==> config.mk <==
export PLATFORM = sky130hd
export DESIGN_NAME = acc_proc_core_flat
export DESIGN_NICKNAME = d
export VERILOG_FILES = /design/src/rtl/acc_proc_pkg.sv /design/src/rtl/acc_proc_if.sv /design/src/rtl/acc_proc_alu.sv /design/src/rtl/acc_proc_core.sv /design/src/flat_wrapper.sv
export SDC_FILE = /design/constraint.sdc
export NUM_CORES = 1
export LEC_CHECK = 0
export ABC_AREA = 1
export CORE_AREA = 3 3 128 130
export CTS_CLUSTER_DIAMETER = 150
export DETAILED_ROUTE_END_ITERATION = 10
export DIE_AREA = 0 0 131 133
export PLACE_DENSITY = 0.72
export SYNTH_ARGS = -nofsm -noshare
export SYNTH_HDL_FRONTEND = slang
export SYNTH_SLANG_ARGS = --single-unit
export TNS_END_PERCENT = 10
==> constraint.sdc <==
create_clock -name clk -period 4.3 [get_ports clk]
set_input_delay 0.43 -clock clk [delete_from_list [all_inputs] [get_ports clk]]
set_output_delay 0.43 -clock clk [all_outputs]
set_load 0.02 [all_outputs]
==> src/rtl/acc_proc_pkg.sv <==
// Shared definitions for the accumulator processor core: opcodes, FSM state
// encoding and instruction field positions.
package acc_proc_pkg;

    localparam logic [3:0] OP_NOP   = 4'h0;
    localparam logic [3:0] OP_LDAC  = 4'h1;
    localparam logic [3:0] OP_STAC  = 4'h2;
    localparam logic [3:0] OP_MVR   = 4'h3;
    localparam logic [3:0] OP_MVAC  = 4'h4;
    localparam logic [3:0] OP_ADD   = 4'h5;
    localparam logic [3:0] OP_SUB   = 4'h6;
    localparam logic [3:0] OP_AND   = 4'h7;
    localparam logic [3:0] OP_OR    = 4'h8;
    localparam logic [3:0] OP_INC   = 4'h9;
    localparam logic [3:0] OP_LDI   = 4'hA;
    localparam logic [3:0] OP_JMP   = 4'hB;
    localparam logic [3:0] OP_JPZ   = 4'hC;
    localparam logic [3:0] OP_JPNZ  = 4'hD;
    localparam logic [3:0] OP_LDIND = 4'hE;
    localparam logic [3:0] OP_HALT  = 4'hF;

    typedef enum logic [1:0] {
        ST_FETCH = 2'd0,
        ST_EXEC  = 2'd1,
        ST_MEM   = 2'd2,
        ST_HALT  = 2'd3
    } state_t;

    localparam int OPC_MSB = 15;
    localparam int OPC_LSB = 12;
    localparam int REG_MSB = 11;
    localparam int REG_LSB = 8;
    localparam int K_MSB   = 7;
    localparam int K_LSB   = 0;

    function automatic logic is_mem_op(input logic [3:0] op);
        return (op == OP_LDAC) || (op == OP_STAC) || (op == OP_LDIND);
    endfunction

    // Opcodes MVAC..LDI all write AC from the ALU result during EXEC.
    function automatic logic writes_ac_exec(input logic [3:0] op);
        return (op >= OP_MVAC) && (op <= OP_LDI);
    endfunction

endpackage

==> src/rtl/acc_proc_if.sv <==
// Instruction-fetch and data-memory bus between the core (master) and the
// memory subsystem (slave).
interface acc_proc_if #(
    parameter int DATA_W = 16,
    parameter int ADDR_W = 8
);
    // imem_data is combinational from imem_addr. dmem_req rises with
    // addr/we/wdata and holds them stable until the single-cycle dmem_ack;
    // the transfer completes on the clock edge where req and ack are both
    // high. An ack while req is low carries no meaning.
    logic [ADDR_W-1:0] imem_addr;
    logic [15:0]       imem_data;
    logic              dmem_req;
    logic              dmem_we;
    logic [ADDR_W-1:0] dmem_addr;
    logic [DATA_W-1:0] dmem_wdata;
    logic [DATA_W-1:0] dmem_rdata;
    logic              dmem_ack;

    modport master (
        output imem_addr,
        input  imem_data,
        output dmem_req,
        output dmem_we,
        output dmem_addr,
        output dmem_wdata,
        input  dmem_rdata,
        input  dmem_ack
    );

    modport slave (
        input  imem_addr,
        output imem_data,
        input  dmem_req,
        input  dmem_we,
        input  dmem_addr,
        input  dmem_wdata,
        output dmem_rdata,
        output dmem_ack
    );
endinterface

==> src/rtl/acc_proc_alu.sv <==
// Combinational ALU for the accumulator core. Defining ACC_PROC_PIXEL_SAT_EN
// makes ADD/INC saturate high and SUB clamp at zero instead of wrapping.
module acc_proc_alu
    import acc_proc_pkg::*;
#(
    parameter int DATA_W = 16
) (
    input  logic [3:0]        op,
    input  logic [DATA_W-1:0] a,
    input  logic [DATA_W-1:0] b,
    output logic [DATA_W-1:0] result,
    output logic              zero
);

`ifdef ACC_PROC_PIXEL_SAT_EN
    localparam logic SAT = 1'b1;
`else
    localparam logic SAT = 1'b0;
`endif

    logic [DATA_W:0] sum;
    logic [DATA_W:0] diff;
    logic [DATA_W:0] incr;

    always_comb begin
        sum    = {1'b0, a} + {1'b0, b};
        diff   = {1'b0, a} - {1'b0, b};
        incr   = {1'b0, a} + (DATA_W+1)'(1);
        result = b;
        case (op)
            OP_ADD: result = (SAT && sum[DATA_W])  ? '1 : sum[DATA_W-1:0];
            OP_SUB: result = (SAT && diff[DATA_W]) ? '0 : diff[DATA_W-1:0];
            OP_AND: result = a & b;
            OP_OR:  result = a | b;
            OP_INC: result = (SAT && incr[DATA_W]) ? '1 : incr[DATA_W-1:0];
            // MVAC, LDI and the loads simply pass the selected B operand
            default: result = b;
        endcase
        zero = (result == '0);
    end

endmodule

==> src/rtl/acc_proc_core.sv <==
// Multicycle accumulator processor: FETCH/EXEC/MEM/HALT sequencer, GP file and
// req/ack data-memory port. Optional build macro: ACC_PROC_PIXEL_SAT_EN.
module acc_proc_core
    import acc_proc_pkg::*;
#(
    parameter int DATA_W = 16,
    parameter int ADDR_W = 8,
    parameter int NUM_GP = 4
) (
    input  logic              clk,
    input  logic              rst_n,
    acc_proc_if.master        bus,
    output logic              halted,
    output logic              z_flag,
    output state_t            state_dbg,
    output logic [DATA_W-1:0] ac_dbg
);

    state_t            state;
    state_t            state_nxt;
    logic [ADDR_W-1:0] pc;
    logic [15:0]       ir;
    logic [DATA_W-1:0] ac;
    logic              z;
    logic [DATA_W-1:0] gp [NUM_GP];
    logic              req;
    logic              we;
    logic [ADDR_W-1:0] addr;
    logic [DATA_W-1:0] wdata;

    logic [3:0]        op;
    logic [3:0]        rn;
    logic [7:0]        k;
    logic [DATA_W-1:0] gp_rd;
    logic [DATA_W-1:0] alu_b;
    logic [DATA_W-1:0] alu_res;
    logic              alu_zero;
    logic              jump_taken;

    assign op = ir[OPC_MSB:OPC_LSB];
    assign rn = ir[REG_MSB:REG_LSB];
    assign k  = ir[K_MSB:K_LSB];

    // Indices beyond the implemented GP file read as zero.
    always_comb begin
        gp_rd = '0;
        for (int i = 0; i < NUM_GP; i++) begin
            if (rn == 4'(i)) gp_rd = gp[i];
        end
    end

    always_comb begin
        alu_b = gp_rd;
        if (state == ST_MEM)   alu_b = bus.dmem_rdata;
        else if (op == OP_LDI) alu_b = DATA_W'(k);
    end

    assign jump_taken = (op == OP_JMP) || ((op == OP_JPZ) && z) ||
                        ((op == OP_JPNZ) && !z);

    acc_proc_alu #(.DATA_W(DATA_W)) u_alu (
        .op     (op),
        .a      (ac),
        .b      (alu_b),
        .result (alu_res),
        .zero   (alu_zero)
    );

    always_ff @(posedge clk or negedge rst_n) begin
        if (!rst_n) state <= ST_FETCH;
        else        state <= state_nxt;
    end

    always_comb begin
        state_nxt = state;
        case (state)
            ST_FETCH: state_nxt = ST_EXEC;
            ST_EXEC: begin
                if (op == OP_HALT)     state_nxt = ST_HALT;
                else if (is_mem_op(op)) state_nxt = ST_MEM;
                else                   state_nxt = ST_FETCH;
            end
            ST_MEM:   if (bus.dmem_ack) state_nxt = ST_FETCH;
            default:  state_nxt = ST_HALT;
        endcase
    end

    always_comb begin
        halted         = (state == ST_HALT);
        state_dbg      = state;
        ac_dbg         = ac;
        z_flag         = z;
        bus.imem_addr  = pc;
        bus.dmem_req   = req;
        bus.dmem_we    = we;
        bus.dmem_addr  = addr;
        bus.dmem_wdata = wdata;
    end

    always_ff @(posedge clk or negedge rst_n) begin
        if (!rst_n) begin
            pc    <= '0;
            ir    <= '0;
            ac    <= '0;
            z     <= 1'b0;
            req   <= 1'b0;
            we    <= 1'b0;
            addr  <= '0;
            wdata <= '0;
            for (int i = 0; i < NUM_GP; i++) gp[i] <= '0;
        end else begin
            case (state)
                ST_FETCH: begin
                    ir <= bus.imem_data;
                    pc <= pc + ADDR_W'(1);
                end
                ST_EXEC: begin
                    if (writes_ac_exec(op)) begin
                        ac <= alu_res;
                        z  <= alu_zero;
                    end
                    if (op == OP_MVR) begin
                        for (int i = 0; i < NUM_GP; i++) begin
                            if (rn == 4'(i)) gp[i] <= ac;
                        end
                    end
                    if (jump_taken) pc <= k[ADDR_W-1:0];
                    if (is_mem_op(op)) begin
                        req   <= 1'b1;
                        we    <= (op == OP_STAC);
                        addr  <= (op == OP_LDIND) ? gp_rd[ADDR_W-1:0] : k[ADDR_W-1:0];
                        wdata <= ac;
                    end
                end
                ST_MEM: begin
                    // Request stays frozen until the ack cycle.
                    if (bus.dmem_ack) begin
                        req <= 1'b0;
                        if (op != OP_STAC) begin
                            ac <= alu_res;
                            z  <= alu_zero;
                        end
                    end
                end
                default: ;
            endcase
        end
    end

endmodule
==> src/flat_wrapper.sv <==
// flat-port wrapper written by rule: the top's interface ports become plain ports
module acc_proc_core_flat import acc_proc_pkg::*;
#(
    parameter int DATA_W = 16,
    parameter int ADDR_W = 8,
    parameter int NUM_GP = 4
)
  (clk, rst_n, halted, z_flag, state_dbg, ac_dbg, bus_imem_addr, bus_imem_data, bus_dmem_req, bus_dmem_we, bus_dmem_addr, bus_dmem_wdata, bus_dmem_rdata, bus_dmem_ack);
  acc_proc_if #(.DATA_W(DATA_W), .ADDR_W(ADDR_W)) bus_i ();
  input  logic clk;
  input  logic rst_n;
  output logic halted;
  output logic z_flag;
  output state_t state_dbg;
  output logic [DATA_W-1:0] ac_dbg;
  output wire logic [$bits(bus_i.imem_addr)-1:0] bus_imem_addr;
  input wire logic [$bits(bus_i.imem_data)-1:0] bus_imem_data;
  output wire logic [$bits(bus_i.dmem_req)-1:0] bus_dmem_req;
  output wire logic [$bits(bus_i.dmem_we)-1:0] bus_dmem_we;
  output wire logic [$bits(bus_i.dmem_addr)-1:0] bus_dmem_addr;
  output wire logic [$bits(bus_i.dmem_wdata)-1:0] bus_dmem_wdata;
  input wire logic [$bits(bus_i.dmem_rdata)-1:0] bus_dmem_rdata;
  input wire logic [$bits(bus_i.dmem_ack)-1:0] bus_dmem_ack;
  assign bus_imem_addr = bus_i.imem_addr;
  assign bus_i.imem_data = bus_imem_data;
  assign bus_dmem_req = bus_i.dmem_req;
  assign bus_dmem_we = bus_i.dmem_we;
  assign bus_dmem_addr = bus_i.dmem_addr;
  assign bus_dmem_wdata = bus_i.dmem_wdata;
  assign bus_i.dmem_rdata = bus_dmem_rdata;
  assign bus_i.dmem_ack = bus_dmem_ack;
  acc_proc_core #(.DATA_W(DATA_W), .ADDR_W(ADDR_W), .NUM_GP(NUM_GP)) u_core (.clk(clk), .rst_n(rst_n), .bus(bus_i), .halted(halted), .z_flag(z_flag), .state_dbg(state_dbg), .ac_dbg(ac_dbg));
endmodule
After elaboration in Yosys (flattened, before gate mapping)
Index checks and enable logic that the tools add are counted.

Add/subtract/negate cells: 4. $lt $le $gt $ge: 2. Eq/ne operators: 26. Muxes and demuxes: 25. Bitwise gates (word level): 2. Reduce and logical (&&, ||, !) cells: 21.

Operators with widths (count): two-way mux 16 bit (9); one-hot mux 16 bit (5 select lines) (1); equality test 4 bit (second input constant) (8); one-hot mux 16 bit (2 select lines) (1); adder 16 x 1 -> 16 bit (second input constant) (1); adder 16 bit (1); AND 16 bit (1); equality test 4 x 2 -> 1 bit (second input constant) (4); logical NOT 16 bit (1); two-way mux 8 bit (2); OR 16 bit (1); one-hot mux 8 bit (2 select lines) (1); subtractor 16 bit (1); AND reduction 3 bit (5); equality test 4 x 3 -> 1 bit (second input constant) (3); adder 8 x 1 -> 8 bit (second input constant) (1); equality test 4 x 1 -> 1 bit (second input constant) (2); two-way mux 2 bit (3); != test 2 x 1 -> 1 bit (second input constant) (3); one-hot mux 2 bit (3 select lines) (1); two-way mux 1 bit (5); equality test 2 bit (second input constant) (2); greater-or-equal comparator 4 x 3 -> 1 bit (second input constant) (1); less-or-equal comparator 4 bit (second input constant) (1); other kinds (12) (21).

Register bits: 133. Bits of input ports: 35. Output and inout bits: 54. Word-level logic and storage cells: 93.

Logic depth before layout (Yosys ltp)
Depth in word-level cells: 13. Depth in mapped cells: 34. Depth with buffers taken out: 33.

Modules after synthesis
A second synthesis with hierarchy kept.

Cells, all modules: 1199. Area, all modules: 8514.4 um^2.

Modules (own cells, without submodules): acc_proc_core (times used 1, cells each 798, area each 6546.3 um^2); acc_proc_alu (times used 1, cells each 401, area each 1968.1 um^2).

Worst setup path before layout
Ideal clock, no wire load.

Path kind: register -> register. From: register u_core.state[1], in the netlist u_core.state_dbg[1]. To: register u_core.z, in the netlist u_core.z_flag. Setup time: 0.118 ns. Arrival: 3.535 ns. Path slack: 0.648 ns. Cell stages (with the launch flop): 27. Path buffers: 0. Path through: dfrtp_1 inv_2 nor2_2 inv_2 o21ai_0 inv_1 a21oi_2 ha_1 nand4_1 nor2_1 nand4_1 nand2_1 nand2_1 o21ai_0 a21oi_1 ha_1 a21oi_1 o21ai_0 a21oi_1 nand2_1 a21o_1 a21oi_1 inv_1 nand3_1 nand3_2 nand3_1 nand2_1.

Cells in the longest elaborated chain, start to end: 8.

RTL lines: start: declaration (RTL line acc_proc_core.sv:19) `state_t state;`; start signal: assignment (RTL line acc_proc_core.sv:71) `else state <= state_nxt;`; equality test 2 bit (RTL line acc_proc_core.sv:54, acc_proc_core.sv:112); two-way mux 16 bit (RTL line acc_proc_core.sv:54) `if (state == ST_MEM) alu_b = bus.dmem_rdata;`; subtractor 16 bit (tied with other cells) (RTL line acc_proc_alu.sv:27) `diff = {1'b0, a} - {1'b0, b};`; one-hot mux 16 bit (5 select lines) (RTL line acc_proc_alu.sv:30) `case (op)`; logical NOT 16 bit (RTL line acc_proc_alu.sv:39) `zero = (result == '0);`; two-way mux 1 bit (RTL line acc_proc_core.sv:139) `if (op != OP_STAC) begin`; two-way mux 1 bit (RTL line acc_proc_core.sv:137) `if (bus.dmem_ack) begin`; one-hot mux 1 bit (2 select lines) (RTL line acc_proc_core.sv:112) `case (state)`; end signal: assignment (RTL line acc_proc_core.sv:120) `z <= alu_zero;`; end signal: assignment (RTL line acc_proc_core.sv:141) `z <= alu_zero;`; end: declaration (RTL line acc_proc_core.sv:24) `logic z;`.

Several ways; a longest one is shown, not always the timed one. The select of a mux whose other input is x is not followed. A chain may end at the register's enable or synchronous reset.

Worst setup path after layout
From: register u_core.ir[9]. To: register u_core.z, in the netlist u_core.z_flag.

Cells in the longest elaborated chain, start to end: 13.

RTL lines: start: declaration (RTL line acc_proc_core.sv:22) `logic [15:0] ir;`; start signal: assignment (RTL line acc_proc_core.sv:114) `ir <= bus.imem_data;`; logical NOT 4 bit (RTL line acc_proc_core.sv:48) `if (rn == 4'(i)) gp_rd = gp[i];`; two-way mux 16 bit (3 in series) (RTL line acc_proc_core.sv:48); two-way mux 16 bit * (RTL line acc_proc_core.sv:48); two-way mux 16 bit * (RTL line acc_proc_core.sv:55) `else if (op == OP_LDI) alu_b = DATA_W'(k);`; two-way mux 16 bit * (RTL line acc_proc_core.sv:54); subtractor 16 bit (tied with other cells) (RTL line acc_proc_alu.sv:27); one-hot mux 16 bit (5 select lines) * (RTL line acc_proc_alu.sv:30); logical NOT 16 bit * (RTL line acc_proc_alu.sv:39); two-way mux 1 bit (RTL line acc_proc_core.sv:139); two-way mux 1 bit (RTL line acc_proc_core.sv:137); one-hot mux 1 bit (2 select lines) * (RTL line acc_proc_core.sv:112).

Every way passes the cells marked *; elsewhere a longest branch is shown, timed or not. The select of a mux whose other input is x is not followed.

==> reports/metrics.cfg <==
[die]
num_rows = 45
core-area_sq_mm = 0.0153
start_util_pct = 50.9
die_x_microns = 131
die_h_microns = 133
io_pins = 89
dieArea_sq_mm = 0.0174

[synth]
synth_warnings = 0
syn-instance-count = 1062
syn_area_per_cell_sq_um = 7.31
syn-num-nets = 1119
ys_ff_latch = 133
ys_top_cells_by_area = dfrtp_1, nand2_1, o21ai_0
synth.distinct_cells = 47
synth_largest_area_cell = dfrtp_1
netlist_area_sq_mm = 0.00776
ys_seq_area_share_pct = 42.9
synthDominantCellAreaShare_pct = 42.9

[clock_network]
numCtsBuffers = 17
root_buffer = clkbuf_16
cts_max_path_buffers = 2
clock_sinks = 133
h-tree-depth = 4
clk_pin_slew_worst_paths_ns = 0.06
clk_latency_ns = 0.44
holdBufCountCts = 0
cts_tree = built

[worst_setup_path]
path_max_fanout = 5
crit_slowest_cell = dfrtp_2
worst-path-buf-inv = 2
cp-end-kind = flop
path_delay_family = simple AND/OR/NAND/NOR gates
rr_worst_depth = 26
start_kind = flop
cpPeakStageDelay_ns = 0.47
cp.required_ns = 4.62
path_class = flop to flop
cp.depth = 26
arrival_ns = 4.42

[drt]
drtAntennaViolNets = 0
wl_per_cell_microns = 17.2
route.detailed.drc = 0
dr.pass1.iters = 5
routed_via_density = 5.49
vias = 7637
drt_wl_total_microns = 23900
drt_iter0_markers = 716

[cells_and_area]
drive_above_1_share_pct = 13.1
layout_commonest_cell = nand2_1
area_growth_pct = 26.4
final_area_sq_mm = 0.00981
post-route-util_pct = 64.3
layout.nets = 1223
mostFrequentLayoutCells = nand2_1, o21ai_0, dfrtp_1, inv_1, clkdlybuf4s50_1

[timing]
final_hold_viol_count = 0
max_clock_freq_mhz = 244
clock_skew_ns = 0.0106
hold_ws_ns = 0.119
tightest_slew_ns = 1.05
rsz0062_at_grt = true
drv_slew = 0
setup_viol = 0
fin_ws_ns = 0.197
relSlewSlack_pct = 29.2
finalCriticalPeriod_ns = 4.10
fin_crit_sh_pct = 95.4

[flow_run]
drv_cap = 0

[power_and_ir_drop]
p_leak_nw = 4.64
powerDensity_mw_per_mm2 = 776
ir_worst_vdd_v = 0.000482

[global_route]
grt_pass1_wl_microns = 37000
antenna_found_initial = 0
grt_pass1_vias = 6959
grt_use_total_pct = 27.5
grt_max_degree = 105
grt-ovfl-total = 0

[status]
status = finished, final reports clean

[place]
gp_congestion = 0.962
dpl_worst_slack_ns = 0.131
post-dp-hpwl_microns = 17100
postPlaceCellArea_sq_mm = 0.00888
port_buffers = 88

[hold_path]
holdCritPathClass = primary input to asynchronous set/reset pin

==> logic make-up after synthesis <==
group / after synthesis / share of synthesized area (%)
AO/OA/AOI/OAI: 262 / 17.8
XOR/XNOR: 3 / 0.339
adder cells (fa/ha/maj): 22 / 3.64
buffers and inverters: 144 / 7.59
flip-flops: 133 / 42.9
multiplexers: 2 / 0.290
AND/OR/NAND/NOR: 496 / 27.5
==> through the flow <==
step                power, mW  setup TNS [ns]  cells
floorplan                4.35               0   1062
global placement         5.59               0   1343
detailed placement       5.61               0   1343
CTS                      7.19               0   1375
global route             8.12          -0.151   1390
finish                   7.61               0   1391
==> path summary, 6_finish.rpt <==
check                               from               end  slack [ns]
max                         u_core.ir[9]     u_core.z_flag        0.20
min                                rst_n     u_core.gp[38]        0.12
min in group clk           u_core.gp[10]     u_core.gp[10]        0.48
max in group asynchronous          rst_n  u_core.ac_dbg[9]        3.22
min reg2reg                u_core.gp[10]     u_core.gp[10]        0.48
max reg2reg                 u_core.ir[9]     u_core.z_flag        0.20
==> cell type report <==
class                           count  area (sq um)
Inverter                          105           399
Clock inverter                     13           171
Fill cell                        1334          5450
Tap cell                          211           264
Multi-Input combinational cell    785          4020
Antenna cell                        1          2.50
Sequential cell                   133          3330
Timing Repair Buffer              124          1170
Clock buffer                       19           453
==> metal layers <==
layer	vias up	wire length (microns)	GRT usage, %
met5	-	0	0
met3	43	1890	6.66
met1	3585	10900	40.5
li1	3712	-	-
met2	297	10700	40.5
met4	0	494	7.20
==> cells in the mapped netlist (all sizes together) <==
master and count:
o211ai 4, a21oi 43, o22ai 1, ha 21, mux2 2, fa 1, o21bai 1, clkbuf 27
nand4 8, a22oi 4, o22a 3, nand2 306, or2 8, nor3 8, nand3 86, nor3b 2
o21ai 195, nor2 74, nor4 2, a21o 2, xnor2 1, o21a 2, dfrtp 133, clkinv 1
o31ai 1, buf 12, inv 104, a31oi 4, o41ai 1, nand3b 2, a32o 1, xor2 2
==> state kept, by name (all words and copies together) (netlist names), 2 cells and up <==
signal	flops
u_core.bus.dmem_addr	8
u_core.gp	64
u_core.ac_dbg	16
u_core.bus.imem_addr	8
u_core.bus.dmem_wdata	16
u_core.ir	16
u_core.state_dbg	2
==> worst register-to-register path, delay by kind of cell (launching register included) <==
kind	cells	cell delay [ns]
and+or+nand+nor	15	1.72
adders and majority gates	2	0.51
AOI/OAI and AO/OA	7	1.10
DFF	1	0.47
buffers and inverters	2	0.18
==> repair_timing <==
item                                    in CTS  in global routing
endpoints found under the setup margin       0                  7
resized for setup                            0                 61
buffers inserted                             0                 15
==> power by group <==
group | switching [mW] | total, mW | internal (mW)
combinational | 2.65 | 4.16 | 1.51
clock | 0.607 | 1.56 | 0.950
sequential | 0.299 | 1.89 | 1.59
Power figures use the tool's default switching activity.
==> edit 1 (same settings) <==
Set the localparam `SAT` of `acc_proc_alu` to 1'b1 (it was 1'b0).
--- a/src/rtl/acc_proc_alu.sv
+++ b/src/rtl/acc_proc_alu.sv
@@ -15,7 +15,7 @@
 `ifdef ACC_PROC_PIXEL_SAT_EN
     localparam logic SAT = 1'b1;
 `else
-    localparam logic SAT = 1'b0;
+    localparam logic SAT = 1'b1;
 `endif
 
     logic [DATA_W:0] sum;
Formal check against the unedited RTL: not equivalent (a bounded check fails within 10 cycles, from zero or initial values and one cycle with rst_n low).
==> edit 1 against the original RTL <==
Core utilization grew 7.9 points. Critical path depth down 2. Sequential power rose by 10%. Maximum frequency rose by 1.2%. Cell area grew 12%. Area after synthesis rose by 17%. Synthesized cell count grew 17%. Global-route usage increased by 6.6 points. Power increased by 24%. Die area is the same. Sequential cell count unchanged. Worst setup slack better by 0.049 ns. Routed wire length grew 25%. Critical endpoint unchanged.
==> edit 1: results (changes against the original RTL) <==
Outcome
  – Outcome: complete, no violations

Pwr
  – Logic pwr share: 0.633 (+0.086)
  – Combinational gate power: 5.98 mW (+44%)
  – Share of power burned in registers: 0.220 (-0.028)
  – Maximum vdd drop: 0.535 mV (+11%)
  – Leak Pwr: 5.22 nW (+13%)
  – Switching power: 4.86 mW (+37%)

Synth
  – YS warnings: 0 (unchanged)
  – Mux share of post-synthesis cell area: 0.00497 (+0.00207)
  – Post-synthesis compound-gate area fraction: 0.196 (+0.0181)
  – Synth top area cells: dfrtp_1, nand2_1, o21ai_0
  – Most instantiated cells after synthesis: nand2_1, o21ai_0, dfrtp_1
  – Synth Net Count: 1331 (+19%)
  – Post-synthesis sequential area ratio: 0.367 (-0.0614)
  – Yosys cell types: 54 (+15%)
  – Syn_area_per_cell: 7.28 sq um (-0.37%)
  – Commonest register cell after synthesis: dfrtp_1
  – Adder-Cell Fraction of Synth Area: 0.0735 (+0.0371)
  – Xor/xnor cell area share of the yosys netlist: 0.0213 (+0.0179)

Timing
  – Clock Skew: 0.00987 ns (-0.000731 ns)
  – Final setup TNS: 0 ns (unchanged)
  – Hold WS: 0.0633 ns (-0.0554 ns)
  – Final worst setup slack: 0.246 ns (+0.0488 ns)
  – Worst-Margin Slew: 1.11 ns (+0.0539 ns)

Detailed routing
  – First-pass DRT Iterations: 7 (+2)
  – Initial DRC Count: 961 (+34%)
  – Met1 WL: 12.6 mm (+16%)
  – Wirelength, routed: 29.9 mm (+25%)
  – Via count: 9222 (+21%)
  – Wire per inst: 19.1 microns (+11%)
  – Routed wire length on met2: 13.3 mm (+24%)
  – Met3 WL: 2.83 mm (+50%)

Place
  – Dpl hpwl: 21.9 mm (+28%)
  – Pre-CTS setup slack: 0.0765 ns (-0.0543 ns)
  – IO Port Bufs: 88 (unchanged)
  – Gp weighted congestion: 1.03 (+7.3%)
  – Cells after DPL: 1531 (+14%)
  – Placed standard-cell area: 10300 sq um (+16%)

Final layout
  – Nets: 1433 (+17%)
  – Antenna diodes: 0 (-1)
  – Share of layout cells above drive strength 1: 0.113 (-0.0180)
  – Multi-input gate area in the final layout: 5080 sq um (+26%)
  – Fillers: 1238 (-7.2%)

Global routing
  – Largest net degree at the start of global routing: 97 (-7.6%)
  – Met3 Use GR: 0.0694 (+0.00283)
  – Global-route wire length before repair: 46.2 mm (+25%)
  – M2 GR Usage: 0.523 (+0.118)
  – Global Route met1 Usage: 0.475 (+0.0704)
  – GRT Overall Usage: 0.341 (+0.0664)
  – Vias in the first global route: 8460 (+22%)

Setup path
  – Crit Path Max Fanout: 6 (+1)
  – FF-to-FF setup slack: 0.25 ns (+0.05 ns)
  – Depth of the most critical reg-to-reg path: 24 (-7.7%)
  – Worst EP arrival: 4.37 ns (-0.05 ns)
  – Worst path slowest cell: dfrtp_1
  – Reg2reg end: u_core.z_flag$_DFFE_PN0P_
  – Crit-path max cell delay: 0.40 ns (-0.07 ns)
  – Worst r2r src: u_core.ir[10]$_DFFE_PN0P_

Clock network
  – Clk root buf: clkbuf_16
==> edit 1: cell types whose count changed in the layout (fill, tap and decap cells not counted), sizes merged, moves of 20 or more <==
cell / change
inv: +31
ha: +29
nor2: +28
nand3: -24
nand2: +22
xor2: +20
==> edit 1: layout make-up <==
class,count,share of cell area
Multi-Input combinational cell,922,0.461
Sequential cell,133,0.302
Timing Repair Buffer,134,0.115
Inverter,137,0.0467
Clock buffer,19,0.0393
Tap cell,211,0.0240
Clock inverter,13,0.0112
Timing Repair inverter,1,0.000682
==> edit 1: cells by family (layout without fill, tap and decap cells) <==
group / Yosys count / in the layout
AND/OR/NAND/NOR: 532 / 532
AO/OA/AOI/OAI: 312 / 312
buffers and inverters: 189 / 304
flip-flops: 133 / 133
adder cells (fa/ha/maj): 52 / 52
XOR/XNOR: 22 / 22
multiplexers: 4 / 4
==> edit 1: repair_timing <==
| item | in CTS | in global routing |
|---|---|---|
| setup endpoints to repair | 0 | 17 |
| resized for setup | 0 | 31 |
| setup buffers | 0 | 6 |
==> edit 2 (same settings) <==
Without the edit above. Make the reset (`rst_n`) synchronous in 2 clocked blocks.
--- a/src/rtl/acc_proc_core.sv
+++ b/src/rtl/acc_proc_core.sv
@@ -66,7 +66,7 @@
         .zero   (alu_zero)
     );
 
-    always_ff @(posedge clk or negedge rst_n) begin
+    always_ff @(posedge clk) begin
         if (!rst_n) state <= ST_FETCH;
         else        state <= state_nxt;
     end
@@ -97,7 +97,7 @@
         bus.dmem_wdata = wdata;
     end
 
-    always_ff @(posedge clk or negedge rst_n) begin
+    always_ff @(posedge clk) begin
         if (!rst_n) begin
             pc    <= '0;
             ir    <= '0;
Check against the original RTL: differs if rst_n is asserted again (counterexample within 4 cycles, from zero or initial values and one cycle with rst_n low); with rst_n held inactive, the same outputs for 4 cycles.
==> edit 2 against the original RTL <==
Cell area increased by 2.5%. Area after synthesis decreased by 1.0%. Sequential cell count did not move. Maximum frequency fell by 4.0%. Non-clock buffer count is 31 higher. Via count rose by 1.4%. Worst setup slack got worse by 0.17 ns. Global-route usage hardly changed. Routed wire length grew 1.6%. Core utilization up 1.6 points. Highest routed layer unchanged.
Power is not compared: it rests on default switching activity, and its combinational part moved more than twofold at a synthesized area within 25%.
==> edit 2: results (changes against the original RTL) <==
Place
  – Dpl hpwl: 17.1 mm (about the same)
  – Pre-CTS setup slack: -0.0468 ns (-0.178 ns)
  – IO Port Bufs: 88 (unchanged)
  – Gp weighted congestion: 0.927 (-3.7%)
  – Placed standard-cell area: 9010 sq um (+1.4%)
  – Cells after DPL: 1341 (-0.15%)

Final layout
  – Nets: 1227 (+0.33%)
  – Largest reg by FF count: u_core.gp
  – Max reg flops: 64 (unchanged)
  – Antenna diodes: 0 (-1)
  – Area Growth Syn to Fin: 30.9%
  – Share of layout cells above drive strength 1: 0.155 (+0.0239)
  – Fillers: 1311 (-1.7%)

Global routing
  – Vias in the first global route: 7127 (+2.4%)
  – Initial antenna violation count: 0 (unchanged)
  – Largest net degree at the start of global routing: 63 (-40%)
  – Global-route wire length before repair: 37.3 mm (+0.71%)
  – GRT Overall Usage: 0.275 (+0.000449)

Synth
  – Post-synthesis sequential area ratio: 0.430 (+0.00128)
  – Share of flip-flops with an asynchronous set or reset: 0 (-1.00)
  – Post-synth EDFFs: 64 (+64)
  – Post-Syn Instances: 1032 (-2.8%)
  – Most instantiated cells after synthesis: nand2_1, nor2_1, o21ai_0
  – Synth top area cells: edfxtp_1, dfxtp_1, nand2_1
  – Commonest register cell after synthesis: dfxtp_1
  – Yosys cell types: 49 (+4.3%)
  – Synth Net Count: 1088 (-2.8%)

Detailed routing
  – Initial DRC Count: 758 (+5.9%)
  – Met1 WL: 10.5 mm (-3.0%)
  – Top Metal Used: met4
  – Routed wire length on met2: 11.2 mm (+4.5%)
  – Wirelength, routed: 24.3 mm (+1.6%)
  – Via count: 7747 (+1.4%)
  – First-pass DRT Iterations: 5 (unchanged)
  – Wire per inst: 17.4 microns (+1.3%)
  – Met3 WL: 1.85 mm (-2.0%)

Setup path
  – FF-to-FF setup slack: 0.03 ns (-0.17 ns)
  – Depth of the most critical reg-to-reg path: 31 (+19%)
  – Reg2reg end: u_core.ac_dbg[13]$_SDFFE_PN0P_
  – Worst r2r src: u_core.ir[11]$_SDFFE_PN0P_
  – Worst path slowest cell: ha_1
  – Worst EP arrival: 4.55 ns (+0.13 ns)
  – Crit Path Max Fanout: 6 (+1)
  – Crit-path max cell delay: 0.37 ns (-0.10 ns)

Outcome
  – Outcome: complete, no violations

Timing
  – Hold WS: 0.466 ns (+0.348 ns)
  – Slew HR: 0.277 (-0.0144)
  – Clock Skew: 0.00572 ns (-0.00488 ns)

Min path
  – Tightest Hold Check Type: reg2reg
  – Worst Min Path Start: u_core.bus.dmem_we$_SDFFE_PN0P_

Clock network
  – Cts bufs inserted: 17 (unchanged)
  – H-tree depth: 4 (unchanged)
  – Clk slew on worst S/H paths: 0.06 ns (about the same)
  – Clk root buf: clkbuf_16
  – Max Buffers Root-to-Sink: 2 (unchanged)

Pwr
  – Maximum vdd drop: 0.350 mV
  – Leak Pwr: 4.21 nW
edit 2: cell types whose count changed after synthesis, sizes merged, moves of 11 or more:
| cell | unedited run | this run |
|---|---|---|
| edfxtp | 0 | 64 |
| a21oi | 43 | 92 |
| nor3 | 8 | 19 |
| dfrtp | 133 | 0 |
| dfxtp | 0 | 69 |
| nand2 | 306 | 195 |
| o211ai | 4 | 15 |
| nor2 | 74 | 162 |
| o21ai | 195 | 114 |
edit 2: where the power goes:
part	switching (mW)	internal, mW
combinational	0.938	0.598
sequential	0.0977	1.42
clock	0.553	0.982
total	1.59	3.00
edit 2: cells by family (layout without fill, tap and decap cells):
| family | count (synthesis) | after routing | synth area share |
|---|---|---|---|
| AO/OA/AOI/OAI | 250 | 250 | 0.181 |
| XOR/XNOR | 4 | 4 | 0.00456 |
| adder cells (fa/ha/maj) | 21 | 21 | 0.0352 |
| buffers and inverters | 149 | 301 | 0.0771 |
| flip-flops | 133 | 133 | 0.430 |
| AND/OR/NAND/NOR | 475 | 475 | 0.272 |
edit 2: area by class of cell:
cell class	count	share of cell area
Tap cell	211	0.0263
Timing Repair Buffer	155	0.145
Clock inverter	10	0.0157
Inverter	114	0.0428
Clock buffer	22	0.0452
Multi-Input combinational cell	750	0.396
Sequential cell	133	0.330
edit 2: what timing repair did:
item / 4_1_cts / 5_1_grt
endpoints found under the hold margin: 0 / 0
setup endpoints to repair: 2 / 6
gates resized for setup: 3 / 60
cloned: 0 / 2
buffers inserted: 0 / 20
pin swaps: 1 / 43
edit 2: worst max path at each step:
stage                                          start                             end  slack [ns]  cells after the start
after floorplan            u_core.ir[8]$_SDFFE_PN0P_      u_core.z_flag$_SDFFE_PN0P_        0.39                     33
after global placement     u_core.ir[9]$_SDFFE_PN0P_      u_core.z_flag$_SDFFE_PN0P_        0.12                     30
after detailed placement   u_core.ir[9]$_SDFFE_PN0P_      u_core.z_flag$_SDFFE_PN0P_       -0.05                     31
after CTS                 u_core.ir[10]$_SDFFE_PN0P_      u_core.z_flag$_SDFFE_PN0P_       0.002                     32
after global routing      u_core.ir[11]$_SDFFE_PN0P_      u_core.z_flag$_SDFFE_PN0P_       -0.26                     32
final                     u_core.ir[11]$_SDFFE_PN0P_  u_core.ac_dbg[13]$_SDFFE_PN0P_        0.03                     31
edit 2: worst max-delay path: cells and delay by family, from the launching register on:
kind / cells / cell delay (ns)
and+or+nand+nor: 18 / 2.05
buffers and inverters: 7 / 0.73
AOI/OAI and AO/OA: 5 / 0.65
adders and majority gates: 1 / 0.37
DFF: 1 / 0.33
edit 2: layer usage:
layer | vias to the layer above | track usage
li1 | 3764 | -
met1 | 3536 | 0.381
met2 | 379 | 0.432
met3 | 68 | 0.0416
met4 | 0 | 0.104
met5 | - | 0
